`src/rtl/serial_pkg.sv`:
```
// Shared constants for the serial front end (deserializer and priority encoder).
// Holds the common data width and the deserializer's two state codes.
// No logic lives here.
package serial_pkg;

  localparam int DATA_WIDTH = 16;

  // Deserializer states: IDLE while no bits are held, COLLECT while a word is partial.
  localparam logic ST_IDLE    = 1'b0;
  localparam logic ST_COLLECT = 1'b1;

endpackage

```
`src/rtl/gap_watchdog.sv`:
```
// Idle-gap watchdog: counts stalled cycles while a partial word is held.
// expire_o is combinational and fires when this edge would bring the idle count to GAP_TIMEOUT.
// The caller registers it into its own drop pulse. GAP_TIMEOUT=0 removes the counter entirely.
module gap_watchdog #(
  parameter int GAP_TIMEOUT = 8
) (
  input  logic clk_i,
  input  logic srst_i,
  input  logic active_i,
  input  logic kick_i,
  output logic expire_o
);

  if (GAP_TIMEOUT > 0) begin : g_wd
    localparam int ICW = $clog2(GAP_TIMEOUT + 1);
    localparam logic [ICW-1:0] IDLE_LAST = ICW'(GAP_TIMEOUT - 1);
    localparam logic [ICW-1:0] IDLE_MAX  = ICW'(GAP_TIMEOUT);

    logic [ICW-1:0] idle_q;
    logic [ICW-1:0] idle_d;
    logic           expire;

    // Next idle count: held at zero outside COLLECT or on any qualified bit, saturating otherwise.
    always_comb begin
      expire = active_i && !kick_i && (idle_q == IDLE_LAST);
      idle_d = idle_q;
      if (!active_i || kick_i || expire) begin
        idle_d = '0;
      end else if (idle_q != IDLE_MAX) begin
        idle_d = idle_q + 1'b1;
      end
    end

    // Idle counter register.
    always_ff @(posedge clk_i) begin
      if (srst_i) begin
        idle_q <= '0;
      end else begin
        idle_q <= idle_d;
      end
    end

    assign expire_o = expire;
  end else begin : g_off
    logic unused_wd;
    assign unused_wd = ^{clk_i, srst_i, active_i, kick_i};
    assign expire_o  = 1'b0;
  end

endmodule

```
`src/rtl/serial_word_deserializer.sv`:
```
// Serial-to-parallel word assembler with a mid-word gap watchdog.
// A word appears on deser_data_o one clock after its last bit, with a one-cycle valid pulse.
// There is no backpressure: every qualified bit is consumed, and back-to-back words lose no bits.
module serial_word_deserializer
  import serial_pkg::*;
#(
  parameter int WIDTH       = DATA_WIDTH,
  parameter int LSB_FIRST   = 0,
  parameter int GAP_TIMEOUT = 8
) (
  input  logic             clk_i,
  input  logic             srst_i,
  input  logic             data_i,
  input  logic             data_val_i,
  output logic [WIDTH-1:0] deser_data_o,
  output logic             deser_data_val_o,
  output logic             drop_o
);

  localparam int CW = $clog2(WIDTH + 1);
  localparam logic [CW-1:0] LAST_BIT = CW'(WIDTH - 1);

  logic [CW-1:0]    cnt_q, cnt_d;
  logic [WIDTH-1:0] sr_q, sr_d;
  logic [WIDTH-1:0] data_q, data_d;
  logic             val_q, val_d;
  logic             drop_q, drop_d;
  logic [WIDTH-1:0] sr_shift;
  logic             state;
  logic             expire;

  // State is implied by the bit count: any held bit means a word is in progress.
  assign state = (cnt_q != '0) ? ST_COLLECT : ST_IDLE;

  // Shift register contents once the current data_i is included.
  if (LSB_FIRST != 0) begin : g_lsb
    assign sr_shift = {data_i, sr_q[WIDTH-1:1]};
  end else begin : g_msb
    assign sr_shift = {sr_q[WIDTH-2:0], data_i};
  end

  gap_watchdog #(
    .GAP_TIMEOUT (GAP_TIMEOUT)
  ) u_gap_watchdog (
    .clk_i    (clk_i),
    .srst_i   (srst_i),
    .active_i (state == ST_COLLECT),
    .kick_i   (data_val_i),
    .expire_o (expire)
  );

  // Next-state logic: data_i only enters the datapath on a qualified bit, so X on idle cycles is blocked.
  always_comb begin
    cnt_d  = cnt_q;
    sr_d   = sr_q;
    data_d = data_q;
    val_d  = 1'b0;
    drop_d = 1'b0;
    if (data_val_i) begin
      if (cnt_q == LAST_BIT) begin
        cnt_d  = '0;
        sr_d   = '0;
        data_d = sr_shift;
        val_d  = 1'b1;
      end else begin
        cnt_d = cnt_q + 1'b1;
        sr_d  = sr_shift;
      end
    end else if (expire) begin
      cnt_d  = '0;
      sr_d   = '0;
      drop_d = 1'b1;
    end
  end

  // State and output registers; reset discards a partial word silently.
  always_ff @(posedge clk_i) begin
    if (srst_i) begin
      cnt_q  <= '0;
      sr_q   <= '0;
      data_q <= '0;
      val_q  <= 1'b0;
      drop_q <= 1'b0;
    end else begin
      cnt_q  <= cnt_d;
      sr_q   <= sr_d;
      data_q <= data_d;
      val_q  <= val_d;
      drop_q <= drop_d;
    end
  end

  assign deser_data_o     = data_q;
  assign deser_data_val_o = val_q;
  assign drop_o           = drop_q;

endmodule

```
`config.mk`:
```
export PLATFORM = sky130hd
export DESIGN_NAME = serial_word_deserializer
export DESIGN_NICKNAME = d
export VERILOG_FILES = /design/src/rtl/serial_pkg.sv /design/src/rtl/gap_watchdog.sv /design/src/rtl/serial_word_deserializer.sv
export SDC_FILE = /design/constraint.sdc
export NUM_CORES = 1
export LEC_CHECK = 0
export ABC_AREA = 1
export CAP_MARGIN = 20
export CORE_MARGIN = 5
export CORE_UTILIZATION = 50
export CTS_CLUSTER_DIAMETER = 120
export DETAILED_ROUTE_END_ITERATION = 10
export PLACE_DENSITY = 0.7
export SLEW_MARGIN = 30
export SYNTH_ARGS = -nofsm -noshare
export SYNTH_HDL_FRONTEND = slang
export SYNTH_HIERARCHICAL = 1
export SYNTH_SLANG_ARGS = --single-unit
```
`constraint.sdc`:
```
create_clock -name clk_i -period 1.9 [get_ports clk_i]
set_clock_uncertainty 0.1 [all_clocks]
set_input_delay 0.285 -clock clk_i [delete_from_list [all_inputs] [get_ports clk_i]]
set_output_delay 0.285 -clock clk_i [all_outputs]
set_load 0.03 [all_outputs]
```
==> results of run 1 <==
## area by class of cell
type | count | area (um^2) | share of cell area [%]
multi-input combinational | 151 | 759 | 37.4
timing repair buffer | 25 | 240 | 11.8
sequential | 42 | 841 | 41.4
tap | 46 | 57.6 | 2.84
clock inverter | 1 | 30.0 | 1.48
clock buffer | 7 | 45.0 | 2.22
inverter | 15 | 56.3 | 2.77
## power by group through the flow
stage	Clock (mW)	Sequential [mW]	Combinational, mW
2_1_floorplan	0	0.914	0.0561
3_3_place_gp	0	0.914	0.0798
3_5_place_dp	0	0.914	0.0804
4_1_cts	0.577	0.894	0.0813
5_1_grt	0.624	0.896	0.0935
6_report	0.565	0.894	0.0828
## worst min path at each step
stage,slack (ns),start,to,cells past startpoint
2_1_floorplan,0.33,data_i,sr_q[0],2
6_report,0.37,deser_data_o[11],deser_data_o[11],2
3_5_place_dp,0.35,deser_data_o[13],deser_data_o[13],2
3_3_place_gp,0.35,deser_data_o[11],deser_data_o[11],2
4_1_cts,0.37,deser_data_o[13],deser_data_o[13],2
5_1_grt,0.40,deser_data_o[9],deser_data_o[9],2
## synth_stat cells, types with 2 or more instances
| master | instances |
|---|---|
| sky130_fd_sc_hd__nand3_2 | 3 |
| sky130_fd_sc_hd__a21oi_1 | 34 |
| sky130_fd_sc_hd__nand2_1 | 65 |
| sky130_fd_sc_hd__clkbuf_1 | 4 |
| sky130_fd_sc_hd__nand3_1 | 19 |
| sky130_fd_sc_hd__nand4_1 | 5 |
| sky130_fd_sc_hd__buf_2 | 4 |
| sky130_fd_sc_hd__nor3_1 | 2 |
| sky130_fd_sc_hd__inv_1 | 13 |
| sky130_fd_sc_hd__nor2_1 | 10 |
| sky130_fd_sc_hd__dfxtp_1 | 42 |
| sky130_fd_sc_hd__ha_1 | 4 |
| sky130_fd_sc_hd__inv_2 | 2 |
## sequential cells by signal, indices dropped and copies added, names as in the netlist
signal / flops
sr_q: 15
deser_data_o: 16
u_gap_watchdog/g_wd.idle_q: 4
deser_data_val_o: 1
cnt_q: 5
drop_o: 1
## routing by layer
layer | up-vias | track usage, % | routed length [um]
met5 | - | 0 | 0
met2 | 18 | 28.5 | 1660
met4 | 0 | 7.44 | 66
li1 | 752 | - | -
met1 | 660 | 19.8 | 1570
met3 | 6 | 5.75 | 107
## cell families (layout without fill, tap and decap cells)
family,after synthesis,count (layout),synth area share (%)
AND/OR/NAND/NOR,111,111,30.4
flip-flops,42,42,49.4
AO/OA/AOI/OAI,36,36,10.7
buffers and inverters,25,48,6.48
adder cells (fa/ha/maj),4,4,2.94
## cells in the final DEF (no fill, tap or decap), drive strengths merged, types with 2 or more instances in the layout
| cell type | count |
|---|---|
| nand4 | 5 |
| nor3 | 2 |
| nor2 | 13 |
| inv | 15 |
| dfxtp | 42 |
| nand2 | 67 |
| clkdlybuf4s50 | 21 |
| nand3 | 22 |
| ha | 4 |
| buf | 4 |
| a21oi | 34 |
| clkbuf | 7 |
## tightest hold or removal path, cell delays in order, from the launching register on
cell,delay (ns)
sky130_fd_sc_hd__dfxtp_1,0.33
sky130_fd_sc_hd__nand2_1,0.06
sky130_fd_sc_hd__a21oi_1,0.05
## timing repair
| item | 4_1_cts | 5_1_grt |
|---|---|---|
| gates resized for setup | 0 | 2 |
| buffers inserted | 0 | 0 |
| hold buffers | 0 | 0 |
| setup endpoints to repair | 0 | 18 |
==> results by group, run 1 <==
Layout
  – Core utilization of the finished layout: between 60% and 70%
  – Layout overhead on the synthesized area: 19.4%
  – Final non-filler cell area: 2030 um^2
  – Final net count: 248
  – Fraction of layout instances using a drive strength above 1: 8.71%
  – Post-route non-filler standard cell count: around 290
  – Filler instances: around 330
  – Number of inserted diodes: 0

Logic synthesis
  – Gate count after technology mapping: between 200 and 250
  – Sequential cell area fraction in the yosys report: 49.4%
  – Top-area cell type share of the netlist area: 49.4%
  – Average cell area after synthesis: 7.80 um^2
  – Async set or reset register ratio after synthesis: 0%
  – Synth Cell Area: 1700 um^2
  – Syn_nets: approximately 230
  – Yosys Warn Count: 6
  – Cell taking the most area after synthesis: sky130_fd_sc_hd__dfxtp_1
  – Number of synthesized flops with an enable pin: 0
  – Leading post-synthesis cells by cell area: sky130_fd_sc_hd__dfxtp_1, sky130_fd_sc_hd__nand2_1, sky130_fd_sc_hd__a21oi_1
  – Register bit total from synthesis: 42
  – Dominant register cell in the synthesized netlist: sky130_fd_sc_hd__dfxtp_1
  – Count of cell types in the netlist: 24

Drt
  – Total detailed-routing wirelength: 3400 um
  – Detail-routed net length per standard cell: 11.8 um
  – Count of antenna-violating nets left after detailed routing: 0
  – Initial DRC count: 42
  – Number of vias per cell: between 5 and 6
  – Pre-Repair DR Iteration Count: 6
  – Post-route DRC: 0
  – Total number of vias: between 1000 and 1500

Placement
  – Total instance count after detailed placement: ~280
  – Cell area after placement: 1940 um^2
  – Dpl ws: -0.0254 ns
  – Weighted congestion reported at the end of routability-driven placement: between 0.7 and 0.8
  – Hpwl dp: about 2300 um
  – Number of buffers inserted by port buffering: 21

Power
  – Total power after layout: around 1.5 mW
  – Switching power: 0.348 mW
  – Pint: ~1.2 mW
  – Maximum ir drop on the vdd rail: approximately 510 uV
  – Register share of total power: 58.0%
  – Cell leakage power: ~0.74 nW
  – Net Sw Frac: around 23%
  – Gate power share: under 10%
  – Power Density: around 760 nW/um^2
  – Clk network pwr share: 36.6%

Timing
  – Hold slack: roughly 0.37 ns
  – Worst-case setup margin in the final layout: approximately 0.11 ns
  – Crit share post-route: about 94%
  – Finish-stage setup viols: 0
  – Max frequency: 558 MHz
  – RSZ-0062 raised after global routing: no
  – Final setup TNS: 0 ns
  – Post-layout minimum cycle time: ~1.8 ns
  – Max Transition Viols Final: 0
  – Headroom to the max-slew limit: around 73%
  – Final Hold Viols: 0
  – Worst Tran Pin Value: ~0.4 ns

Setup path
  – Number of cells on the critical path: 1
  – Crit-path leading delay family: buffers and inverters
  – Start point of the critical path: deser_data_o[7]
  – Launch instance of the worst register-to-register path: cnt_q[0]
  – Worst Path Buf+Inv: 1
  – Critical Path RT: 1.51 ns
  – Critical Path Slowest Stage Cell: sky130_fd_sc_hd__clkdlybuf4s50_1
  – Worst setup path end: deser_data_o[7]
  – Arrival @ worst endpoint: about 1.4 ns
  – Critical path capture point type: output pin
  – Type of the worst setup path: reg -> out
  – Max FO, Critical Path: 2
  – Chain of cells forming the critical path: clkdlybuf4s50_1
  – FF-to-FF setup slack: ~0.14 ns
  – R2r worst-path depth: 8
  – Startpoint type of the worst setup path: flip-flop
  – Largest stage delay on the critical path: around 0.69 ns
  – Terminus of the critical flop-to-flop path: cnt_q[0]

Die
  – Placeable core region: around 3300 um^2
  – DIE WIDTH: roughly 68 um
  – Y dimension of the die: about 70 um
  – Die outline area: 4670 um^2
  – Starting Density: between 50% and 60%
  – I/O pins: 22
  – Total number of placement rows: 21

CTS
  – Buffers from clock root to sink, at most: 2
  – Clock insertion delay at the later pin of the skew report: roughly 0.35 ns
  – TritonCTS sink count: 42
  – Clock transition at the registers of the reported paths: approximately 0.12 ns
  – Clock root buffer master: sky130_fd_sc_hd__clkbuf_4
  – H-tree lvl count: 2
  – CTS tree: yes
  – Clock buffer count from CTS: 5

GRT
  – Gr ovfl total: 0
  – Number of antenna violations at the first check in global routing: 0
  – Number of global-route vias before repair: roughly 1300
  – Global-route wire length before repair: 5980 um
  – Maximum number of pins on one net before global-route repair: 22
  – GRT Total Usage: 17.1%

Flow run
  – Max capacitance violation total: 0

Outcome
  – Status: finished, final reports clean

Worst hold path
  – Worst Hold Class: reg -> reg
Power figures use the tool's default switching activity.
==> run 2: changes to the inputs <==
--- a/config.mk
+++ b/config.mk
@@ -7,13 +7,16 @@
 export LEC_CHECK = 0
 export ABC_AREA = 1
 export CAP_MARGIN = 20
+export CORE_ASPECT_RATIO = 0.6
 export CORE_MARGIN = 5
 export CORE_UTILIZATION = 50
 export CTS_CLUSTER_DIAMETER = 120
 export DETAILED_ROUTE_END_ITERATION = 10
+export HOLD_SLACK_MARGIN = 0.15
 export PLACE_DENSITY = 0.7
 export SLEW_MARGIN = 30
 export SYNTH_ARGS = -nofsm -noshare
 export SYNTH_HDL_FRONTEND = slang
 export SYNTH_HIERARCHICAL = 1
 export SYNTH_SLANG_ARGS = --single-unit
+export TNS_END_PERCENT = 50
==> run 2 against run 1 <==
Against the previous run:
- maximum frequency up 5.6%
- first-iteration DRC count up 83%
- die area up 0.82%
- clock power up 26%
- sequential share of layout area down 1.1 points
- count of clock-buffer cells in the layout down 1
- largest cell class unchanged
==> results by group, run 2 (same netlist as run 1, synthesis figures left out) <==
GRT
  – GRT Total Usage: 16.2% (was 17.1%)
  – Maximum number of pins on one net before global-route repair: 20 (was 22)
  – Gr ovfl total: 0 (unchanged)
  – Number of global-route vias before repair: 1272 (was 1349)
  – Number of antenna violations at the first check in global routing: 0 (unchanged)
  – Global-route wire length before repair: 5900 um (was 5980 um)

Layout
  – Number of inserted diodes: 0 (unchanged)
  – Layout overhead on the synthesized area: 22.7% (was 19.4%)
  – Multi-input logic area: 766 um^2 (was 759 um^2)
  – Filler instances: 298 (was 333)
  – Final net count: 250 (was 248)
  – Max FFs per register: 16 (unchanged)
  – Most used cells in the layout excluding fill and tap cells: sky130_fd_sc_hd__nand2_1, sky130_fd_sc_hd__dfxtp_1, sky130_fd_sc_hd__a21oi_1, sky130_fd_sc_hd__clkdlybuf4s50_1, sky130_fd_sc_hd__nand3_1 (unchanged)
  – Fraction of layout instances using a drive strength above 1: 9.92% (was 8.71%)
  – Most common library cell in the layout ignoring fill and taps: sky130_fd_sc_hd__nand2_1 (unchanged)
  – Area occupied by registers: 841 um^2 (unchanged)

Setup path
  – Crit-path leading delay family: buffers and inverters (unchanged)
  – Max FO, Critical Path: 2 (unchanged)
  – Type of the worst setup path: reg -> out (unchanged)
  – Worst Path Buf+Inv: 1 (unchanged)
  – Critical path capture point type: output pin (unchanged)
  – Largest stage delay on the critical path: 0.67 ns (was 0.69 ns)
  – Critical Path RT: 1.51 ns (about the same)
  – Startpoint type of the worst setup path: flip-flop (unchanged)
  – Critical Path Slowest Stage Cell: sky130_fd_sc_hd__clkdlybuf4s50_1 (unchanged)
  – Chain of cells forming the critical path: clkdlybuf4s50_1 (unchanged)
  – Arrival @ worst endpoint: 1.31 ns (was 1.41 ns)

Power
  – Clk network pwr share: 42.1% (was 36.6%)
  – Gate power share: 4.9% (was 5.4%)
  – Power Density: 809 nW/um^2 (was 760 nW/um^2)
  – Switching power: 0.353 mW (was 0.348 mW)
  – Register share of total power: 53.0% (was 58.0%)
  – Pint: 1.34 mW (was 1.19 mW)
  – Cell leakage power: 0.770 nW (was 0.738 nW)
  – Maximum ir drop on the vdd rail: 489 uV (was 509 uV)
  – Net Sw Frac: 20.9% (was 22.5%)

Drt
  – Total number of vias: 1425 (was 1436)
  – Total detailed-routing wirelength: 3320 um (was 3400 um)
  – Number of vias per cell: 4.97 (was 5.00)
  – Initial DRC count: 77 (was 42)
  – Post-route DRC: 0 (unchanged)
  – Detail-routed net length per standard cell: 11.6 um (was 11.8 um)
  – Count of antenna-violating nets left after detailed routing: 0 (unchanged)
  – Pre-Repair DR Iteration Count: 4 (was 6)

Timing
  – Finish-stage setup viols: 0 (unchanged)
  – Final Hold Viols: 0 (unchanged)
  – Max frequency: 589 MHz (was 558 MHz)
  – Headroom to the max-slew limit: 73.7% (was 72.9%)
  – Hold slack: 0.360 ns (was 0.371 ns)
  – Final setup TNS: 0 ns (unchanged)
  – RSZ-0062 raised after global routing: no (unchanged)
  – Post-layout minimum cycle time: 1.70 ns (was 1.79 ns)
  – Max Transition Viols Final: 0 (unchanged)
  – Crit share post-route: 89.3% (was 94.3%)
  – Worst Tran Pin Value: 0.394 ns (was 0.406 ns)

Placement
  – Weighted congestion reported at the end of routability-driven placement: 0.801 (was 0.773)
  – Number of buffers inserted by port buffering: 21 (unchanged)
  – Hpwl dp: 2300 um (was 2260 um)

CTS
  – CTS tree: yes (unchanged)
  – Post-cts hold buffer count: 0 (unchanged)
  – Post-CTS Setup Repair Bufs: 0 (unchanged)
  – Clock buffer count from CTS: 5 (unchanged)
  – TritonCTS sink count: 42 (unchanged)
  – Clock insertion delay at the later pin of the skew report: 0.29 ns (was 0.35 ns)
  – Clock root buffer master: sky130_fd_sc_hd__clkbuf_8 (was sky130_fd_sc_hd__clkbuf_4)
  – Number of gates resized after CTS: 0 (unchanged)
  – Buffers from clock root to sink, at most: 2 (unchanged)
  – Clock transition at the registers of the reported paths: 0.08 ns (was 0.12 ns)
  – H-tree lvl count: 2 (unchanged)

Die
  – DIE WIDTH: 85.3 um (was 68.3 um)
  – Total number of placement rows: 16 (was 21)
  – Placeable core region: 3260 um^2 (was 3310 um^2)
  – Die outline area: 4710 um^2 (was 4670 um^2)
  – I/O pins: 22 (unchanged)
  – Starting Density: 52.1% (was 51.4%)
  – Y dimension of the die: 55.2 um (was 68.3 um)

Outcome
  – Status: finished, final reports clean (unchanged)

Flow run
  – Max capacitance violation total: 0 (unchanged)

Worst hold path
  – Worst Hold Class: reg -> reg (unchanged)
run 2: changes by cell type in the layout (fill, tap and decap cells not counted):
cell / previous run / this run
sky130_fd_sc_hd__buf_4: 4 / 6
sky130_fd_sc_hd__clkbuf_1: 2 / 0
sky130_fd_sc_hd__clkbuf_4: 5 / 0
sky130_fd_sc_hd__clkbuf_8: 0 / 6
sky130_fd_sc_hd__nor3_2: 1 / 0
sky130_fd_sc_hd__nor3_4: 0 / 1
run 2: power by group through the flow:
stage	clock, mW	combinational [mW]	sequential, mW
global route	0.761	0.0937	0.897
global placement	0	0.0802	0.916
detailed placement	0	0.0794	0.916
floorplan	0	0.0561	0.914
finish	0.711	0.0825	0.895
CTS	0.724	0.0801	0.895
run 2: path summary, 6_finish.rpt:
kind	depth (start not counted)	slack, ns	end	from
setup / recovery	1	0.20	deser_data_o[2]	deser_data_o[2]
hold / removal	2	0.36	deser_data_o[7]	deser_data_o[7]
setup reg to reg	8	0.22	cnt_q[0]	cnt_q[0]
hold reg to reg	2	0.36	deser_data_o[7]	deser_data_o[7]
run 2: cell type report:
type	instances	share of cell area [%]
Timing Repair Buffer	27	12.2
Clock inverter	1	1.44
Inverter	15	2.70
Sequential cell	42	40.3
Tap cell	45	2.70
Multi-Input combinational cell	151	36.7
Clock buffer	6	3.96
run 2: routing by layer:
layer  GRT usage (%)  routed length (um)  part of all wire [%]
met5               0                   0                     0
met1            21.9                1750                    53
met4            5.53                  44                   1.3
met2            25.0                1320                    40
met3            4.88                 205                   6.2
run 2: metrics by stage:
| stage | utilization [%] | area, um^2 | power [mW] | instances | setup WS, ns |
|---|---|---|---|---|---|
| after floorplan | - | 1700 | 0.970 | 218 | 0.273 |
| after global placement | 60.0 | 1960 | 0.996 | 280 | 0.0403 |
| final | 64.0 | 2090 | 1.69 | 287 | 0.203 |
| after global routing | 64.0 | 2090 | 1.75 | 287 | 0.0108 |
| after detailed placement | 60.0 | 1960 | 0.995 | 280 | 0.00414 |
| after CTS | 63.5 | 2070 | 1.70 | 287 | 0.0113 |
==> run 3: changes to the inputs <==
--- a/config.mk
+++ b/config.mk
@@ -5,7 +5,7 @@
 export SDC_FILE = /design/constraint.sdc
 export NUM_CORES = 1
 export LEC_CHECK = 0
-export ABC_AREA = 1
+export ABC_AREA = 0
 export CAP_MARGIN = 20
 export CORE_ASPECT_RATIO = 0.6
 export CORE_MARGIN = 5
@@ -14,9 +14,9 @@
 export DETAILED_ROUTE_END_ITERATION = 10
 export HOLD_SLACK_MARGIN = 0.15
 export PLACE_DENSITY = 0.7
-export SLEW_MARGIN = 30
+export SLEW_MARGIN = 40
 export SYNTH_ARGS = -nofsm -noshare
 export SYNTH_HDL_FRONTEND = slang
 export SYNTH_HIERARCHICAL = 1
 export SYNTH_SLANG_ARGS = --single-unit
-export TNS_END_PERCENT = 50
+export TNS_END_PERCENT = 30
==> run 3 against run 2 <==
Against the previous run:
- global-route usage decreased by 1.0 points
- non-clock buffer count increased by 7
- sequential cell count unchanged
- critical path depth increased by 7
- the run now ends with negative setup slack left
- hold slack improved by 0.017 ns
- maximum frequency decreased by 14%
- sequential share of layout area decreased by 1.8 points
- first-iteration DRC count decreased by 17%
==> results by group, run 3 <==
Layout
  – Most common library cell in the layout ignoring fill and taps: sky130_fd_sc_hd__dfxtp_1 (was sky130_fd_sc_hd__nand2_1)
  – Area occupied by registers: 843 um^2 (was 841 um^2)
  – Layout overhead on the synthesized area: 27.7% (was 22.7%)
  – Fraction of layout instances using a drive strength above 1: 21.9% (was 9.92%)
  – Max FFs per register: 16 (unchanged)
  – Number of inserted diodes: 0 (unchanged)
  – Final net count: 203 (was 250)
  – Multi-input logic area: 863 um^2 (was 766 um^2)
  – Most used cells in the layout excluding fill and tap cells: sky130_fd_sc_hd__dfxtp_1, sky130_fd_sc_hd__nand2b_1, sky130_fd_sc_hd__clkdlybuf4s50_1, sky130_fd_sc_hd__mux2i_1 (was sky130_fd_sc_hd__nand2_1, sky130_fd_sc_hd__dfxtp_1, sky130_fd_sc_hd__a21oi_1, sky130_fd_sc_hd__clkdlybuf4s50_1, sky130_fd_sc_hd__nand3_1)
  – Filler instances: 264 (was 298)

Drt
  – Number of vias per cell: 5.12 (was 4.97)
  – Total number of vias: 1233 (was 1425)
  – Initial DRC count: 64 (was 77)
  – Detail-routed net length per standard cell: 14.0 um (was 11.6 um)
  – Pre-Repair DR Iteration Count: 4 (unchanged)
  – Count of antenna-violating nets left after detailed routing: 0 (unchanged)
  – Post-route DRC: 0 (unchanged)
  – Total detailed-routing wirelength: 3370 um (was 3320 um)

Power
  – Maximum ir drop on the vdd rail: 405 uV (was 489 uV)
  – Power Density: 734 nW/um^2 (was 809 nW/um^2)
  – Clk network pwr share: 37.7% (was 42.1%)
  – Cell leakage power: 0.759 nW (was 0.770 nW)
  – Total power after layout: 1.61 mW (was 1.69 mW)
  – Gate power share: 6.9% (was 4.9%)
  – Switching power: 0.375 mW (was 0.353 mW)
  – Pint: 1.24 mW (was 1.34 mW)
  – Register share of total power: 55.4% (was 53.0%)
  – Net Sw Frac: 23.3% (was 20.9%)

Logic synthesis
  – Dominant register cell in the synthesized netlist: sky130_fd_sc_hd__dfxtp_1 (unchanged)
  – Average cell area after synthesis: 10.5 um^2 (was 7.80 um^2)
  – Async set or reset register ratio after synthesis: 0% (unchanged)
  – Yosys Warn Count: 6 (unchanged)
  – Sequential cell area fraction in the yosys report: 48.9% (was 49.4%)
  – Cell with the most instances after synthesis: sky130_fd_sc_hd__dfxtp_1 (was sky130_fd_sc_hd__nand2_1)
  – Synth Cell Area: 1720 um^2 (was 1700 um^2)
  – Cell taking the most area after synthesis: sky130_fd_sc_hd__dfxtp_1 (unchanged)
  – Register bit total from synthesis: 42 (unchanged)
  – Number of synthesized flops with an enable pin: 0 (unchanged)
  – List of most frequent post-synthesis cells: sky130_fd_sc_hd__dfxtp_1, sky130_fd_sc_hd__nand2b_1, sky130_fd_sc_hd__mux2i_1 (was sky130_fd_sc_hd__nand2_1, sky130_fd_sc_hd__dfxtp_1, sky130_fd_sc_hd__a21oi_1)
  – Top-area cell type share of the netlist area: 48.9% (was 49.4%)
  – Syn_nets: 171 (was 226)
  – Count of cell types in the netlist: 33 (was 24)
  – Leading post-synthesis cells by cell area: sky130_fd_sc_hd__dfxtp_1, sky130_fd_sc_hd__nand2b_1, sky130_fd_sc_hd__mux2i_1 (was sky130_fd_sc_hd__dfxtp_1, sky130_fd_sc_hd__nand2_1, sky130_fd_sc_hd__a21oi_1)
  – Gate count after technology mapping: 163 (was 218)

Setup path
  – Largest stage delay on the critical path: 0.46 ns (was 0.67 ns)
  – Launch instance of the worst register-to-register path: cnt_q[1] (was cnt_q[0])
  – Worst Path Buf+Inv: 1 (unchanged)
  – Crit-path leading delay family: simple AND/OR/NAND/NOR gates (was buffers and inverters)
  – FF-to-FF setup slack: -0.06 ns (was 0.22 ns)
  – Max FO, Critical Path: 5 (was 2)
  – Critical path capture point type: flip-flop (was output pin)
  – Critical Path RT: 2.01 ns (was 1.51 ns)
  – Startpoint type of the worst setup path: flip-flop (unchanged)
  – Type of the worst setup path: reg -> reg (was reg -> out)
  – Arrival @ worst endpoint: 2.07 ns (was 1.31 ns)
  – R2r worst-path depth: 8 (unchanged)
  – Critical Path Slowest Stage Cell: sky130_fd_sc_hd__or4b_4 (was sky130_fd_sc_hd__clkdlybuf4s50_1)
  – Chain of cells forming the critical path: inv_2 -> ha_4 -> or4b_4 -> nand2b_4 -> nor2_2 -> or2_4 -> or3_1 -> o31ai_2 (was clkdlybuf4s50_1)
  – Terminus of the critical flop-to-flop path: cnt_q[0] (unchanged)

CTS
  – H-tree lvl count: 2 (unchanged)
  – Clock buffer count from CTS: 5 (unchanged)
  – Clock root buffer master: sky130_fd_sc_hd__clkbuf_8 (unchanged)
  – CTS tree: yes (unchanged)
  – TritonCTS sink count: 42 (unchanged)
  – Clock insertion delay at the later pin of the skew report: 0.30 ns (was 0.29 ns)
  – Buffers from clock root to sink, at most: 2 (unchanged)
  – Clock transition at the registers of the reported paths: 0.08 ns (about the same)

Timing
  – Final Hold Viols: 0 (unchanged)
  – Hold slack: 0.377 ns (was 0.360 ns)
  – Finish-stage setup viols: 2 (was 0)
  – Crit share post-route: 103% (was 89.3%)
  – Worst Tran Pin Value: 0.323 ns (was 0.394 ns)
  – Max frequency: 510 MHz (was 589 MHz)
  – Headroom to the max-slew limit: 78.4% (was 73.7%)
  – Post-layout minimum cycle time: 1.96 ns (was 1.70 ns)
  – Worst-case setup margin in the final layout: -0.0616 ns (was 0.203 ns)
  – Max Transition Viols Final: 0 (unchanged)
  – RSZ-0062 raised after global routing: yes (was no)

Placement
  – Weighted congestion reported at the end of routability-driven placement: 0.874 (was 0.801)
  – Hpwl dp: 2320 um (was 2300 um)
  – Number of buffers inserted by port buffering: 21 (unchanged)
  – Dpl ws: -0.0919 ns (was 0.00414 ns)

Die
  – Placeable core region: 3280 um^2 (was 3260 um^2)
  – Die outline area: 4750 um^2 (was 4710 um^2)
  – Total number of placement rows: 16 (unchanged)
  – Starting Density: 52.3% (was 52.1%)
  – I/O pins: 22 (unchanged)
  – DIE WIDTH: 85.7 um (was 85.3 um)
  – Y dimension of the die: 55.4 um (was 55.2 um)

Worst hold path
  – Destination of the worst hold path: deser_data_o[14] (was deser_data_o[7])
  – Worst hold stages: 2 (unchanged)
  – Startpoint of the worst hold path: deser_data_o[14] (was deser_data_o[7])
  – Worst Hold Class: reg -> reg (unchanged)

GRT
  – Gr ovfl total: 0 (unchanged)
  – Maximum number of pins on one net before global-route repair: 20 (unchanged)
  – Number of antenna violations at the first check in global routing: 0 (unchanged)
  – GRT Total Usage: 15.2% (was 16.2%)
  – Global-route wire length before repair: 5690 um (was 5900 um)
  – Number of global-route vias before repair: 1240 (was 1272)

Outcome
  – Status: complete, but fails checks (was finished, final reports clean)
  – Violated checks: negative setup slack

Flow run
  – Max capacitance violation total: 0 (unchanged)
run 3: repair_timing:
item	CTS	global route
hold buffers	0	0
pin swaps	1	1
buffers inserted	1	0
setup endpoints to repair	10	19
resized for setup	3	7
run 3: final cells by class:
cell class,count,share of cell area (%)
Clock buffer,6,3.76
Tap cell,45,2.57
Multi-Input combinational cell,108,39.4
Inverter,4,0.685
Timing Repair Buffer,34,14.6
Clock inverter,2,0.570
Sequential cell,42,38.4
run 3: through the flow:
stage / TNS [ns] / util, % / area, um^2 / cells
2_1_floorplan: -0.105 / - / 1730 / 163
3_3_place_gp: -0.00940 / 62.0 / 2030 / 232
3_5_place_dp: -0.222 / 62.0 / 2030 / 232
4_1_cts: -0.132 / 65.5 / 2150 / 241
5_1_grt: -0.403 / 66.8 / 2190 / 241
6_report: -0.0672 / 66.8 / 2190 / 241
run 3: per-layer routing:
layer,GRT usage [%],up-vias,part of all wire (%)
li1,-,626,-
met1,19.3,578,49
met2,22.8,24,44
met3,6.39,5,5.5
met4,5.42,0,0.92
met5,0,-,0
run 3: power groups by stage:
stage	clock network (mW)	logic, mW	registers, mW
floorplan	0	0.0619	0.914
global placement	0	0.0878	0.913
detailed placement	0	0.0919	0.913
CTS	0.616	0.101	0.892
global route	0.658	0.119	0.893
finish	0.607	0.111	0.893
run 3: logic make-up after synthesis:
| logic type | synth area share, % |
|---|---|
| buffers and inverters | 4.51 |
| AND/OR/NAND/NOR | 23.8 |
| AO/OA/AOI/OAI | 8.23 |
| adder cells (fa/ha/maj) | 2.91 |
| flip-flops | 48.9 |
| multiplexers | 10.6 |
| XOR/XNOR | 1.02 |
run 3: how the worst max path moves through the flow:
stage | from | endpoint | slack, ns | cells after the start
floorplan | cnt_q[0] | cnt_q[0] | -0.06 | 9
global placement | cnt_q[0] | cnt_q[0] | -0.008 | 8
detailed placement | cnt_q[0] | cnt_q[0] | -0.09 | 8
CTS | cnt_q[0] | cnt_q[0] | -0.07 | 8
global route | cnt_q[1] | cnt_q[0] | -0.12 | 8
finish | cnt_q[1] | cnt_q[0] | -0.06 | 8
run 3: worst min-delay path, delay by kind of cell, from the launching register on:
kind	cells	cell delay, ns
multiplexers	1	0.05
AND/OR/NAND/NOR	1	0.06
flip-flops	1	0.32
